===== src/rtl/uart_rx.sv =====
// -----------------------------------------------------------------------------
// uart_rx -- 8N1 serial receiver (LSB first, idle-high line, fixed baud).
//
// The raw line is double-flopped. A falling edge seen in IDLE starts a frame.
// The start bit is re-checked half a bit later, so short low glitches are
// rejected. Every following sample (8 data bits, then the stop bit) is taken
// one full bit period after the previous one, which keeps each sample at
// mid-bit. A good byte is presented with a valid/ack handshake. Framing and
// overrun errors are reported as single-cycle pulses.
//
// Parameters:
//   BAUD_RATE    serial bit rate
//   CLOCK_SPEED  clk frequency in Hz
//   TICKS_PER_BIT (derived) = CLOCK_SPEED / BAUD_RATE. Must be >= 4.
//
// Ports:
//   clk          system clock, rising edge
//   rst          asynchronous active-low reset
//   serial_in    raw asynchronous serial line, idle high
//   rx_data      last correctly framed byte, held until the next good byte
//   rx_valid     high while rx_data is unread
//   rx_ack       consumer acknowledge, clears rx_valid
//   frame_error  one-cycle pulse when the stop bit is sampled low
//   overrun      one-cycle pulse when a good byte completes while still valid
//   busy         high whenever the receiver is not idle
// -----------------------------------------------------------------------------
module uart_rx #(
  parameter int BAUD_RATE   = 115200,
  parameter int CLOCK_SPEED = 100_000_000
) (
  input  logic       clk,
  input  logic       rst,
  input  logic       serial_in,
  output logic [7:0] rx_data,
  output logic       rx_valid,
  input  logic       rx_ack,
  output logic       frame_error,
  output logic       overrun,
  output logic       busy
);

  localparam int TICKS_PER_BIT = CLOCK_SPEED / BAUD_RATE;
  localparam int CNT_W         = (TICKS_PER_BIT > 1) ? $clog2(TICKS_PER_BIT) : 1;

  // The start bit is checked at half a bit. Each later sample is one full bit after the previous one.
  localparam logic [CNT_W-1:0] CNT_MID  = CNT_W'(TICKS_PER_BIT / 2 - 1);
  localparam logic [CNT_W-1:0] CNT_LAST = CNT_W'(TICKS_PER_BIT - 1);

  typedef enum logic [2:0] {
    S_IDLE,
    S_START,
    S_DATA,
    S_STOP,
    S_WAIT_HIGH
  } state_e;

  // Synchroniser. rx_s_q is the only copy of the line that the logic uses.
  logic sync1_q;
  logic rx_s_q;

  state_e           state_q,       state_d;
  logic [CNT_W-1:0] cnt_q,         cnt_d;
  logic [2:0]       idx_q,         idx_d;
  logic [7:0]       shift_q,       shift_d;
  logic [7:0]       rx_data_q,     rx_data_d;
  logic             rx_valid_q,    rx_valid_d;
  logic             frame_error_q, frame_error_d;
  logic             overrun_q,     overrun_d;
  logic             good_byte;

  always_comb begin
    // NOTE: every signal assigned here gets a default first. Any path that
    // leaves one unassigned would infer a latch.
    state_d       = state_q;
    cnt_d         = cnt_q;
    idx_d         = idx_q;
    shift_d       = shift_q;
    rx_data_d     = rx_data_q;
    frame_error_d = 1'b0;
    overrun_d     = 1'b0;
    good_byte     = 1'b0;
    // An ack clears the valid flag. Writing a new byte below overrides this (set wins).
    rx_valid_d    = rx_valid_q & ~rx_ack;

    unique case (state_q)
      S_IDLE: begin
        if (!rx_s_q) begin
          state_d = S_START;
          cnt_d   = '0;
        end
      end

      S_START: begin
        if (cnt_q == CNT_MID) begin
          cnt_d = '0;
          if (!rx_s_q) begin
            state_d = S_DATA;
            idx_d   = '0;
          end else begin
            // The line went high again before mid-bit, so this was a glitch, not a start bit.
            state_d = S_IDLE;
          end
        end else begin
          cnt_d = cnt_q + 1'b1;
        end
      end

      S_DATA: begin
        if (cnt_q == CNT_LAST) begin
          cnt_d   = '0;
          // The line sends LSB first, so shift right and put each new bit in at the top.
          shift_d = {rx_s_q, shift_q[7:1]};
          if (idx_q == 3'd7) begin
            state_d = S_STOP;
          end else begin
            idx_d = idx_q + 3'd1;
          end
        end else begin
          cnt_d = cnt_q + 1'b1;
        end
      end

      S_STOP: begin
        if (cnt_q == CNT_LAST) begin
          cnt_d = '0;
          if (rx_s_q) begin
            // Return to IDLE at mid-stop-bit so that a start bit right after the stop bit is caught.
            good_byte = 1'b1;
            state_d   = S_IDLE;
          end else begin
            frame_error_d = 1'b1;
            state_d       = S_WAIT_HIGH;
          end
        end else begin
          cnt_d = cnt_q + 1'b1;
        end
      end

      S_WAIT_HIGH: begin
        // Wait for the line to go high again so that a held-low line (break) gives only one frame_error.
        if (rx_s_q) begin
          state_d = S_IDLE;
        end
      end

      default: begin
        state_d = S_IDLE;
        cnt_d   = '0;
      end
    endcase

    if (good_byte) begin
      rx_data_d  = shift_q;
      rx_valid_d = 1'b1;
      // An ack that lands on the completion cycle counts as a read, so that case is not an overrun.
      overrun_d  = rx_valid_q & ~rx_ack;
    end
  end

  // NOTE: state registers use non-blocking assignments only. Then every flop
  // samples the values from before the edge, whatever the statement order.
  always_ff @(posedge clk or negedge rst) begin
    if (!rst) begin
      // Both synchroniser flops reset to the idle level, so leaving reset never looks like a start bit.
      sync1_q       <= 1'b1;
      rx_s_q        <= 1'b1;
      state_q       <= S_IDLE;
      cnt_q         <= '0;
      idx_q         <= '0;
      shift_q       <= '0;
      rx_data_q     <= '0;
      rx_valid_q    <= 1'b0;
      frame_error_q <= 1'b0;
      overrun_q     <= 1'b0;
    end else begin
      sync1_q       <= serial_in;
      rx_s_q        <= sync1_q;
      state_q       <= state_d;
      cnt_q         <= cnt_d;
      idx_q         <= idx_d;
      shift_q       <= shift_d;
      rx_data_q     <= rx_data_d;
      rx_valid_q    <= rx_valid_d;
      frame_error_q <= frame_error_d;
      overrun_q     <= overrun_d;
    end
  end

  assign rx_data     = rx_data_q;
  assign rx_valid    = rx_valid_q;
  assign frame_error = frame_error_q;
  assign overrun     = overrun_q;
  assign busy        = (state_q != S_IDLE);

endmodule


===== config.mk =====
export PLATFORM = sky130hd
export DESIGN_NAME = uart_rx
export DESIGN_NICKNAME = d
export VERILOG_FILES = /design/src/rtl/uart_rx.sv
export SDC_FILE = /design/constraint.sdc
export NUM_CORES = 1
export LEC_CHECK = 0
export CAP_MARGIN = 20
export CORE_AREA = 2 2 73 58
export CTS_CLUSTER_DIAMETER = 80
export DETAILED_ROUTE_END_ITERATION = 12
export DIE_AREA = 0 0 75 60
export HOLD_SLACK_MARGIN = 0.08
export PLACE_DENSITY = 0.73
export SLEW_MARGIN = 20
export SYNTH_ARGS = -nofsm -noshare
export SYNTH_HDL_FRONTEND = slang
export SYNTH_SLANG_ARGS = --single-unit

===== constraint.sdc =====
create_clock -name clk -period 1.72 [get_ports clk]
set_input_delay 0.344 -clock clk [delete_from_list [all_inputs] [get_ports clk]]
set_output_delay 0.344 -clock clk [all_outputs]
set_load 0.05 [all_outputs]

==> impl_metrics.json <==
{
  "totalWireLength_um": 4570,
  "syn-cell-area_um2": 1870,
  "grt.overflow.total": 0,
  "p_total_mw": 1.53,
  "maxCapViolCount": 0,
  "port_buffers": 15,
  "initial_utilization_pct": 48.8,
  "dr.pass1.iters": 4,
  "synth_area_leaders": "dfrtp_1 (47%), mux2_2 (9.7%), nand2_1 (4.2%)",
  "first_iter_violations": 85,
  "cp.required_ns": 1.91,
  "final_cells": 266,
  "synthArstFlopShare_pct": 100,
  "crit_chain": "ha_2, and4bb_2, and3_4, nand4_4, mux2_2",
  "vias": 1500,
  "netlist_instances": 164,
  "violations": "setup timing",
  "tightest_slew_ns": 0.555,
  "reg2reg_slack_ns": -0.03,
  "setup_viol": 8,
  "hp-class": "reg -> reg",
  "status": "finished, violations left",
  "numCtsBuffers": 5,
  "dp.cells": 251,
  "routedWlPerCell_um": 17.2,
  "synth_edf_count": 0,
  "max-clock-path-buffers": 2,
  "grt_pass1_vias": 1521,
  "critPathMaxFanout": 5,
  "arrival_ns": 1.94,
  "ant_nets": 0,
  "nets": 218,
  "final_core_util_pct": 65.0,
  "io-pin-count": 16,
  "antenna_found_initial": 0,
  "num_rows": 20,
  "postCtsHoldBufs": 0,
  "syn_to_final_growth_pct": 33.4,
  "cts-root-buf": "clkbuf_8",
  "chipWidth_um": 75,
  "hold-worst-slack_ns": 0.358,
  "clk_latency_ns": 0.30,
  "slew_violations": 0,
  "power_per_cell_area_nw_per_um2": 614,
  "ys_seq_area_share_pct": 49.7,
  "dp_hpwl_um": 3010,
  "ys_ff_latch": 37,
  "grt_pass1_wl_um": 7440,
  "synth-main-ff-cell": "dfrtp_1",
  "fin_skew_ns": 0.00642,
  "leakagePower_nw": 1.14,
  "slowest_delay_ns": 0.42,
  "n_antenna_cell": 0,
  "die_area_um2": 4500,
  "fin_setup_tns_ns": -0.127,
  "path_class": "reg -> reg",
  "drcViolationCount": 0,
  "ys_types": 47,
  "die_y_um": 60,
  "path_clk_slew_ns": 0.08,
  "max_freq_mhz": 572,
  "end_kind": "flip-flop",
  "min_period_ns": 1.75,
  "via_per_inst": 5.64,
  "critPathLaunchType": "flip-flop",
  "synth_top_cell_area_share_pct": 46.9,
  "rsz0062_at_grt": "yes",
  "yosysWarnings": 0,
  "syn_area_per_cell_um2": 11.4,
  "syn-num-nets": 172,
  "drive_gt1_share_pct": 48.3,
  "grt_start_max_net_pins": 38,
  "cts-htree-levels": 2,
  "synth_top_cell_by_area": "dfrtp_1",
  "design_area_um2": 2490,
  "cts_tree": "done",
  "num-fill-cells": 304,
  "dpl_worst_slack_ns": -0.0673,
  "critPathBufInv": 0,
  "design.core.area_um2": 3830,
  "ff_latch_area_um2": 931,
  "hold_viol": 0,
  "period_share_pct": 102,
  "place.gp.congestion": 0.944,
  "clock-sinks": 37,
  "slew_headroom_pct": 62.8,
  "cp_top_family": "simple AND/OR/NAND/NOR gates",
  "vdd.ir_drop.worst_v": 0.000542,
  "multiInputGateArea_um2": 996,
  "critPathSlowestCell": "dfrtp_1",
  "setup_slack_ns": -0.0284,
  "dpl-instance-area_um2": 2250,
  "gr-usage-all-layers_pct": 22.6
}
-- layout by cell type (no fill, tap or decap), drive strengths merged, types with 2 or more instances in the layout --
cell,Yosys,routed
a21oi,2,2
a31o,2,2
and2,4,4
and3,2,2
and4bb,2,2
buf,4,43
clkbuf,4,5
clkdlybuf4s50,0,3
dfrtp,35,35
dfstp,2,2
ha,4,4
inv,5,6
mux2,16,16
nand2,21,21
nand3,6,6
nand4,6,7
nor2,6,6
nor3b,4,4
o2111ai,4,4
o211ai,4,4
o21a,2,2
o21ai,3,3
o221ai,5,5
or2,3,3
or3,3,3
-- what timing repair did --
item,CTS,global route
resized for setup,5,19
endpoints found under the setup margin,13,32
setup buffers,0,5
pin swaps,2,9
gates cloned,1,1
-- cells in the mapped netlist, drive strengths merged (3+ instances only) --
library cell / instances
and2: 4
buf: 4
nor2: 6
nand4: 6
o21ai: 3
nand3: 6
mux2: 16
or3: 3
ha: 4
or2: 3
inv: 5
o221ai: 5
o2111ai: 4
nand2: 21
o211ai: 4
clkbuf: 4
dfrtp: 35
nor3b: 4
-- path summary, 6_finish.rpt --
| path | from | end | cells past startpoint |
|---|---|---|---|
| worst max-delay path | cnt_q[0]$_DFFE_PN0P_ | rx_data[5]$_DFFE_PN0P_ | 5 |
| worst min-delay path | sync1_q$_DFF_PN1_ | rx_s_q$_DFF_PN1_ | 0 |
| worst max register to register | cnt_q[0]$_DFFE_PN0P_ | rx_data[5]$_DFFE_PN0P_ | 5 |
| worst min register to register | sync1_q$_DFF_PN1_ | rx_s_q$_DFF_PN1_ | 0 |
| max in group asynchronous | rst | sync1_q$_DFF_PN1_ | 2 |
| min in group asynchronous | rst | cnt_q[8]$_DFFE_PN0P_ | 2 |
-- cell families after synthesis --
group / synth area share (%)
simple gates: 20.7
xor+xnor: 0.469
compound gates: 13.3
buf+inv: 2.95
fa+ha+maj: 2.68
mux: 10.2
flops: 49.7
-- state kept, by name, summed over array words and instances (netlist names) --
register	flops
rx_s_q	1
rx_valid	1
cnt_q	10
shift_q	8
frame_error	1
sync1_q	1
state_q	3
overrun	1
rx_data	8
idx_q	3
-- routing by layer --
layer	GRT usage, %	share of wire [%]	up-vias
li1	-	-	703
met1	29.7	43	741
met2	36.7	50	46
met3	5.73	5.2	10
met4	7.40	1.4	0
met5	0	0	-
-- report_power, final --
group          leakage [nW]  internal (mW)  total, mW  switching (mW)
logic                 0.604         0.0118     0.0305          0.0187
clock network        0.0445          0.287      0.620           0.333
registers             0.492          0.874      0.878         0.00477
total                  1.14           1.17       1.53           0.357
-- layout make-up --
type                            count  area share [%]
Clock buffer                        5            2.76
Clock inverter                      3           0.854
Inverter                            5           0.754
Multi-Input combinational cell    115            40.0
Sequential cell                    37            37.4
Tap cell                           55            2.76
Timing Repair Buffer               46            15.5
Note: power is estimated with default switching activity, not from simulation.
